## src/rtl/ddr3_rd_pkg.sv

```systemverilog
// ddr3_rd_pkg: state encoding, header field offsets and trailer layout shared by the fill reader.
package ddr3_rd_pkg;
  typedef enum logic [2:0] {
    ST_IDLE, ST_POP, ST_HDR_WAIT, ST_HDR_SEND,
    ST_BURST_REQ, ST_BURST_WAIT, ST_DATA_SEND, ST_TRL_SEND
  } rd_state_e;
  localparam int HDR_ADDR_LSB = 0;
  localparam int HDR_CNT_LSB  = 32;
  localparam int CNT_W        = 23;
  localparam logic [7:0] TRL_MARKER = 8'hFE;
  // Trailer word: {marker, bursts sent, timeout flag, 32 zero bits, checksum}
  function automatic logic [127:0] trailer(input logic [CNT_W-1:0] sent, input logic to,
                                           input logic [63:0] chk);
    return {TRL_MARKER, sent, to, 32'h0, chk};
  endfunction
endpackage

```

## src/rtl/fill_checksum_acc.sv

```systemverilog
// fill_checksum_acc: 64-bit XOR-fold accumulator; nxt_o already includes the word being folded in.
module fill_checksum_acc (
  input  logic         clk,
  input  logic         reset_n,
  input  logic         clr_i,
  input  logic         en_i,
  input  logic [127:0] d_i,
  output logic [63:0]  nxt_o
);
  logic [63:0] acc_q;
  assign nxt_o = en_i ? acc_q ^ d_i[127:64] ^ d_i[63:0] : acc_q;
  always_ff @(posedge clk or negedge reset_n)
    if (!reset_n) acc_q <= '0;
    else acc_q <= clr_i ? '0 : nxt_o;
endmodule

```

## src/rtl/ddr3_fill_reader.sv

```systemverilog
// ddr3_fill_reader: pops a fill header, fetches its bursts one at a time from DDR3
// and streams header, data and a checksum trailer to the readout link.
module ddr3_fill_reader
  import ddr3_rd_pkg::*;
#(
  parameter int ADDR_W = 23,
  parameter int DATA_W = 128,
  parameter int TO_CYC = 1023
) (
  input  logic              clk,
  input  logic              reset_n,
  input  logic              readout_en,
  input  logic              fill_header_fifo_empty,
  output logic              fill_header_fifo_rd_en,
  input  logic [DATA_W-1:0] fill_header_fifo_out,
  output logic [ADDR_W-1:0] ddr3_rd_burst_addr,
  output logic              ddr3_rd_one_burst,
  input  logic              ddr3_one_burst_rdy,
  input  logic [DATA_W-1:0] ddr3_one_burst_data,
  output logic [DATA_W-1:0] rd_dat,
  output logic              rd_valid,
  input  logic              rd_ready,
  output logic              rd_last,
  output logic              rd_busy,
  output logic              rd_timeout_err,
  output logic [15:0]       fills_done
);
  localparam int TW = $clog2(TO_CYC + 1);
  rd_state_e         state_q, state_d;
  logic              rd_en_q, rd_en_d, one_q, one_d, valid_q, valid_d, last_q, last_d;
  logic              busy_q, to_q, to_d, err_q, err_d, chk_en, chk_clr;
  logic [DATA_W-1:0] dat_q, dat_d;
  logic [ADDR_W-1:0] addr_q, addr_d;
  logic [CNT_W-1:0]  n_q, n_d, sent_q, sent_d;
  logic [TW-1:0]     tmr_q, tmr_d;
  logic [15:0]       fills_q, fills_d;
  logic [63:0]       chk_nxt;
  fill_checksum_acc u_chk (
    .clk(clk), .reset_n(reset_n), .clr_i(chk_clr), .en_i(chk_en), .d_i(dat_q), .nxt_o(chk_nxt)
  );
  always_comb begin
    state_d = state_q;
    rd_en_d = 1'b0;
    one_d   = 1'b0;
    valid_d = valid_q;
    last_d  = last_q;
    dat_d   = dat_q;
    addr_d  = addr_q;
    n_d     = n_q;
    sent_d  = sent_q;
    tmr_d   = tmr_q;
    to_d    = to_q;
    err_d   = err_q;
    fills_d = fills_q;
    chk_en  = 1'b0;
    chk_clr = 1'b0;
    case (state_q)
      ST_IDLE: if (readout_en && !fill_header_fifo_empty) begin
        rd_en_d = 1'b1;
        state_d = ST_POP;
      end
      ST_POP: state_d = ST_HDR_WAIT;
      ST_HDR_WAIT: begin
        addr_d  = fill_header_fifo_out[HDR_ADDR_LSB +: ADDR_W];
        n_d     = fill_header_fifo_out[HDR_CNT_LSB +: CNT_W];
        dat_d   = fill_header_fifo_out;
        valid_d = 1'b1;
        state_d = ST_HDR_SEND;
      end
      ST_HDR_SEND: if (rd_ready) begin
        valid_d = 1'b0;
        state_d = (n_q != '0) ? ST_BURST_REQ : ST_TRL_SEND;
      end
      ST_BURST_REQ: begin
        one_d   = 1'b1;
        tmr_d   = '0;
        state_d = ST_BURST_WAIT;
      end
      ST_BURST_WAIT: if (ddr3_one_burst_rdy) begin
        dat_d   = ddr3_one_burst_data;
        valid_d = 1'b1;
        state_d = ST_DATA_SEND;
      end else if (tmr_q == TW'(TO_CYC - 1)) begin
        err_d   = 1'b1;
        to_d    = 1'b1;
        state_d = ST_TRL_SEND;
      end else tmr_d = tmr_q + TW'(1);
      ST_DATA_SEND: if (rd_ready) begin
        chk_en  = 1'b1;
        sent_d  = sent_q + CNT_W'(1);
        addr_d  = addr_q + ADDR_W'(1);
        valid_d = 1'b0;
        state_d = (sent_d != n_q) ? ST_BURST_REQ : ST_TRL_SEND;
      end
      ST_TRL_SEND: if (rd_ready) begin
        fills_d = fills_q + 16'd1;
        chk_clr = 1'b1;
        sent_d  = '0;
        to_d    = 1'b0;
        valid_d = 1'b0;
        last_d  = 1'b0;
        state_d = ST_IDLE;
      end
      default: state_d = ST_IDLE;
    endcase
    // Every route into the trailer builds it here so the final checksum includes the last burst
    if (state_d == ST_TRL_SEND && state_q != ST_TRL_SEND) begin
      dat_d   = trailer(sent_d, to_d, chk_nxt);
      valid_d = 1'b1;
      last_d  = 1'b1;
    end
  end
  always_ff @(posedge clk or negedge reset_n)
    if (!reset_n) begin
      state_q <= ST_IDLE;
      rd_en_q <= 1'b0;
      one_q   <= 1'b0;
      valid_q <= 1'b0;
      last_q  <= 1'b0;
      busy_q  <= 1'b0;
      dat_q   <= '0;
      addr_q  <= '0;
      n_q     <= '0;
      sent_q  <= '0;
      tmr_q   <= '0;
      to_q    <= 1'b0;
      err_q   <= 1'b0;
      fills_q <= '0;
    end else begin
      state_q <= state_d;
      rd_en_q <= rd_en_d;
      one_q   <= one_d;
      valid_q <= valid_d;
      last_q  <= last_d;
      busy_q  <= state_d != ST_IDLE;
      dat_q   <= dat_d;
      addr_q  <= addr_d;
      n_q     <= n_d;
      sent_q  <= sent_d;
      tmr_q   <= tmr_d;
      to_q    <= to_d;
      err_q   <= err_d;
      fills_q <= fills_d;
    end
  assign fill_header_fifo_rd_en = rd_en_q;
  assign ddr3_rd_burst_addr     = addr_q;
  assign ddr3_rd_one_burst      = one_q;
  assign rd_dat                 = dat_q;
  assign rd_valid               = valid_q;
  assign rd_last                = last_q;
  assign rd_busy                = busy_q;
  assign rd_timeout_err         = err_q;
  assign fills_done             = fills_q;
endmodule
```

## config.mk

```make
export PLATFORM = sky130hd
export DESIGN_NAME = ddr3_fill_reader
export DESIGN_NICKNAME = d
export VERILOG_FILES = /design/src/rtl/ddr3_rd_pkg.sv /design/src/rtl/fill_checksum_acc.sv /design/src/rtl/ddr3_fill_reader.sv
export SDC_FILE = /design/constraint.sdc
export NUM_CORES = 1
export LEC_CHECK = 0
export ABC_AREA = 0
export CAP_MARGIN = 10
export CELL_PAD_IN_SITES_DETAIL_PLACEMENT = 1
export CELL_PAD_IN_SITES_GLOBAL_PLACEMENT = 1
export CORE_UTILIZATION = 37
export DETAILED_ROUTE_END_ITERATION = 6
export DONT_BUFFER_PORTS = 1
export GPL_TIMING_DRIVEN = 0
export PLACE_DENSITY = 0.69
export SLEW_MARGIN = 20
export SYNTH_ARGS = -nofsm -noshare
export SYNTH_HDL_FRONTEND = slang
export SYNTH_SLANG_ARGS = --single-unit
```

## constraint.sdc

```tcl
create_clock -name clk -period 5.3 [get_ports clk]
set_input_delay 0.795 -clock clk [delete_from_list [all_inputs] [get_ports clk]]
set_output_delay 0.795 -clock clk [all_outputs]
set_load 0.02 [all_outputs]
```

==> impl_metrics.ini <==
[run_status]
status = finished clean

[pwr]
p_leak_nw = 7.78
power_mw = 12.8
p_sw_mw = 6.08
p_seq_share_pct = 37.9
p_int_mw = 6.76
ir_worst_vdd_v = 0.000321
swShare_pct = 47.4
p_per_area_mw_per_mm2 = 684
p_clk_share_pct = 20.9
comb_power_share_pct = 41.2

[synthesis]
ys_top_cells_by_count = nand2_1, dfrtp_1, nor2_1
synth_edf_count = 0
synth_cells = 1947
async_reset_ff_share_pct = 100
synthesis.nets = 2215
synth_flop_cell = dfrtp_1
netlist_top_cells_area = dfrtp_1, nand2_1, xnor2_1
yosysUniqueCellTypes = 71
syn-cell-area_mm2 = 0.0167
yosysSeqAreaShare_pct = 44.6
yosysWarnings = 0
syn_avg_cell_area_um2 = 8.56
synth_top_area_share_pct = 44.6
synth_top_cell_by_area = dfrtp_1
ys_ff_latch = 297
synth.most_common_cell = nand2_1

[critical_path]
critical_path_class = reg2reg
cp-start-kind = flip-flop
rr_startpoint = state_q[1]$_DFF_PN0_
rrSetupSlack_ns = 1.10
end_kind = flip-flop
cp.arrival_ns = 4.64
critPathRequiredTime_ns = 5.73
r2r_end = rd_dat[123]$_DFFE_PN0P_
reg2reg_depth = 10
cp_max_fo = 10

[route]
viasPerCell = 5.67
vias = 14800
wl_per_cell_um = 24.5
drc = 0
wl_um = 63900
first_pass_iters = 6
detail-route-antenna-nets = 0
drt_iter0_markers = 1016

[final_layout]
final_util_pct = 42.3
num-fill-cells = 5267
fin_nets = 2257
fin_area_mm2 = 0.0188
final-instance-count-excl-fill = 2609
regArea_mm2 = 0.00743
multi_input_area_mm2 = 0.00866
drive_gt1_share_pct = 5.31
area_growth_pct = 12.4

[place]
pre_cts_ws_ns = 1.00
io_buffers = 0
dp.final_hpwl_um = 47100
dp_cells = 2539
place.gp.congestion = 0.927
place_area_mm2 = 0.0174

[die]
start_util_pct = 37.6
core-area_mm2 = 0.0443
rows = 77
dieArea_mm2 = 0.0459
io_pins = 435
die_h_um = 214
die_w_um = 214

[clocking]
cts_root_buf = clkbuf_16
cts_tree = done
clk_path_buf_depth = 3
cts_setup_buffers = 0
cts_resized = 0
cts.htree.levels = 2
clock_latency_ns = 0.57
cts.sink_count = 297
path_clk_slew_ns = 0.05
cts_buffers = 38

[timing]
max-slew-margin-rel_pct = 26.7
hold_violations = 0
fin_skew_ns = 0.0170
worst_pin_slew_ns = 1.10
finalCriticalPeriod_ns = 4.20
rsz0062_at_grt = no
final-setup-viol-count = 0
setup_slack_ns = 1.10
whs_ns = 0.203
drv_slew = 0
period_share_pct = 79.3
max_freq_mhz = 238
fin_tns_setup_ns = 0

[global_routing]
grt_pass1_vias = 15800
grt_max_degree = 298
grt_pass1_wl_um = 97300
antenna_found_initial = 2
gr-total-overflow = 0
grt_usage_pct = 27.6

[min_path]
hold_class = in2async

[job]
max_cap_viol_count = 0
[cells in the final DEF, fill, tap and decap left out, drive strengths merged, types with 15 or more instances in the layout]
cell,netlist,final
and3,15,15
nand2,393,393
o22a,15,15
dfrtp,297,297
mux2i,94,94
buf,35,37
xnor2,159,159
nand2b,71,71
clkbuf,89,139
nand4,25,25
nand3,105,105
xor2,19,19
a21oi,105,105
nor2,214,214
nor3,17,17
o21ai,142,142
[worst max path at each step]
stage | slack (ns) | cells after the start | start | end
3_3_place_gp | 0.72 | 10 | state_q[1]$_DFF_PN0_ | rd_dat[124]$_DFFE_PN0P_
3_5_place_dp | 1.0 | 9 | state_q[1]$_DFF_PN0_ | rd_dat[6]$_DFFE_PN0P_
2_1_floorplan | 2.31 | 11 | sent_q[0]$_DFF_PN0_ | rd_dat[100]$_DFFE_PN0P_
4_1_cts | 0.96 | 9 | state_q[1]$_DFF_PN0_ | rd_dat[6]$_DFFE_PN0P_
5_1_grt | 0.73 | 9 | state_q[1]$_DFF_PN0_ | rd_dat[6]$_DFFE_PN0P_
6_report | 1.10 | 10 | state_q[1]$_DFF_PN0_ | rd_dat[123]$_DFFE_PN0P_
[logic make-up (layout without fill, tap and decap cells)]
kind of cell	Yosys count	in the layout	share of synthesized area, %
DFF	297	297	44.6
adders and majority gates	6	6	0.450
muxes	107	107	6.52
xor gates and xnor gates	178	178	9.35
and+or+nand+nor	896	896	24.2
other	0	1	0
AOI/OAI and AO/OA	330	330	11.5
buffers and inverters	133	202	3.50
[layout make-up]
type                       count  share of cell area [%]
clock inverter                17                    1.05
timing repair buffer           2                   0.294
inverter                       9                   0.180
antenna                        1                  0.0133
clock buffer                  50                    5.74
tap                          592                    3.95
sequential                   297                    39.6
multi-input combinational   1517                    46.2
buffer                       124                    2.94
[state kept, by name, indices dropped and copies added (netlist names)]
register and flops:
rd_last 1, rd_timeout_err 1, u_chk.acc_q 64, rd_valid 1, rd_dat 128, rd_busy 1, n_q 23, fills_done 16
ddr3_rd_one_burst 1, tmr_q 10, fill_header_fifo_rd_en 1, ddr3_rd_burst_addr 23, sent_q 23, state_q 3, to_q 1
[power by group through the flow]
stage	sequential (mW)	combinational, mW	clock, mW
floorplan	4.48	3.77	0
global placement	4.87	4.99	0
detailed placement	4.90	5.21	0
CTS	4.87	5.27	2.74
global route	4.97	5.86	2.83
finish	4.87	5.28	2.68
[per-layer routing]
metal	GRT usage (%)	wire length, µm
met5	0	0
met4	8.69	1930
met3	7.38	4510
met2	45.9	30900
met1	34.7	26500
[worst max-delay path, stage by stage (launching register included)]
cell and delay [ns]:
dfrtp_1 0.36, clkbuf_1 0.20, clkbuf_1 0.27, nor2_1 0.58, nand2_1 0.43, nand2_1 0.61
clkbuf_2 0.61, clkbuf_1 0.66, nand3_1 0.14, o21ai_0 0.12, nand2_1 0.08
Note: power is estimated with default switching activity, not from simulation.
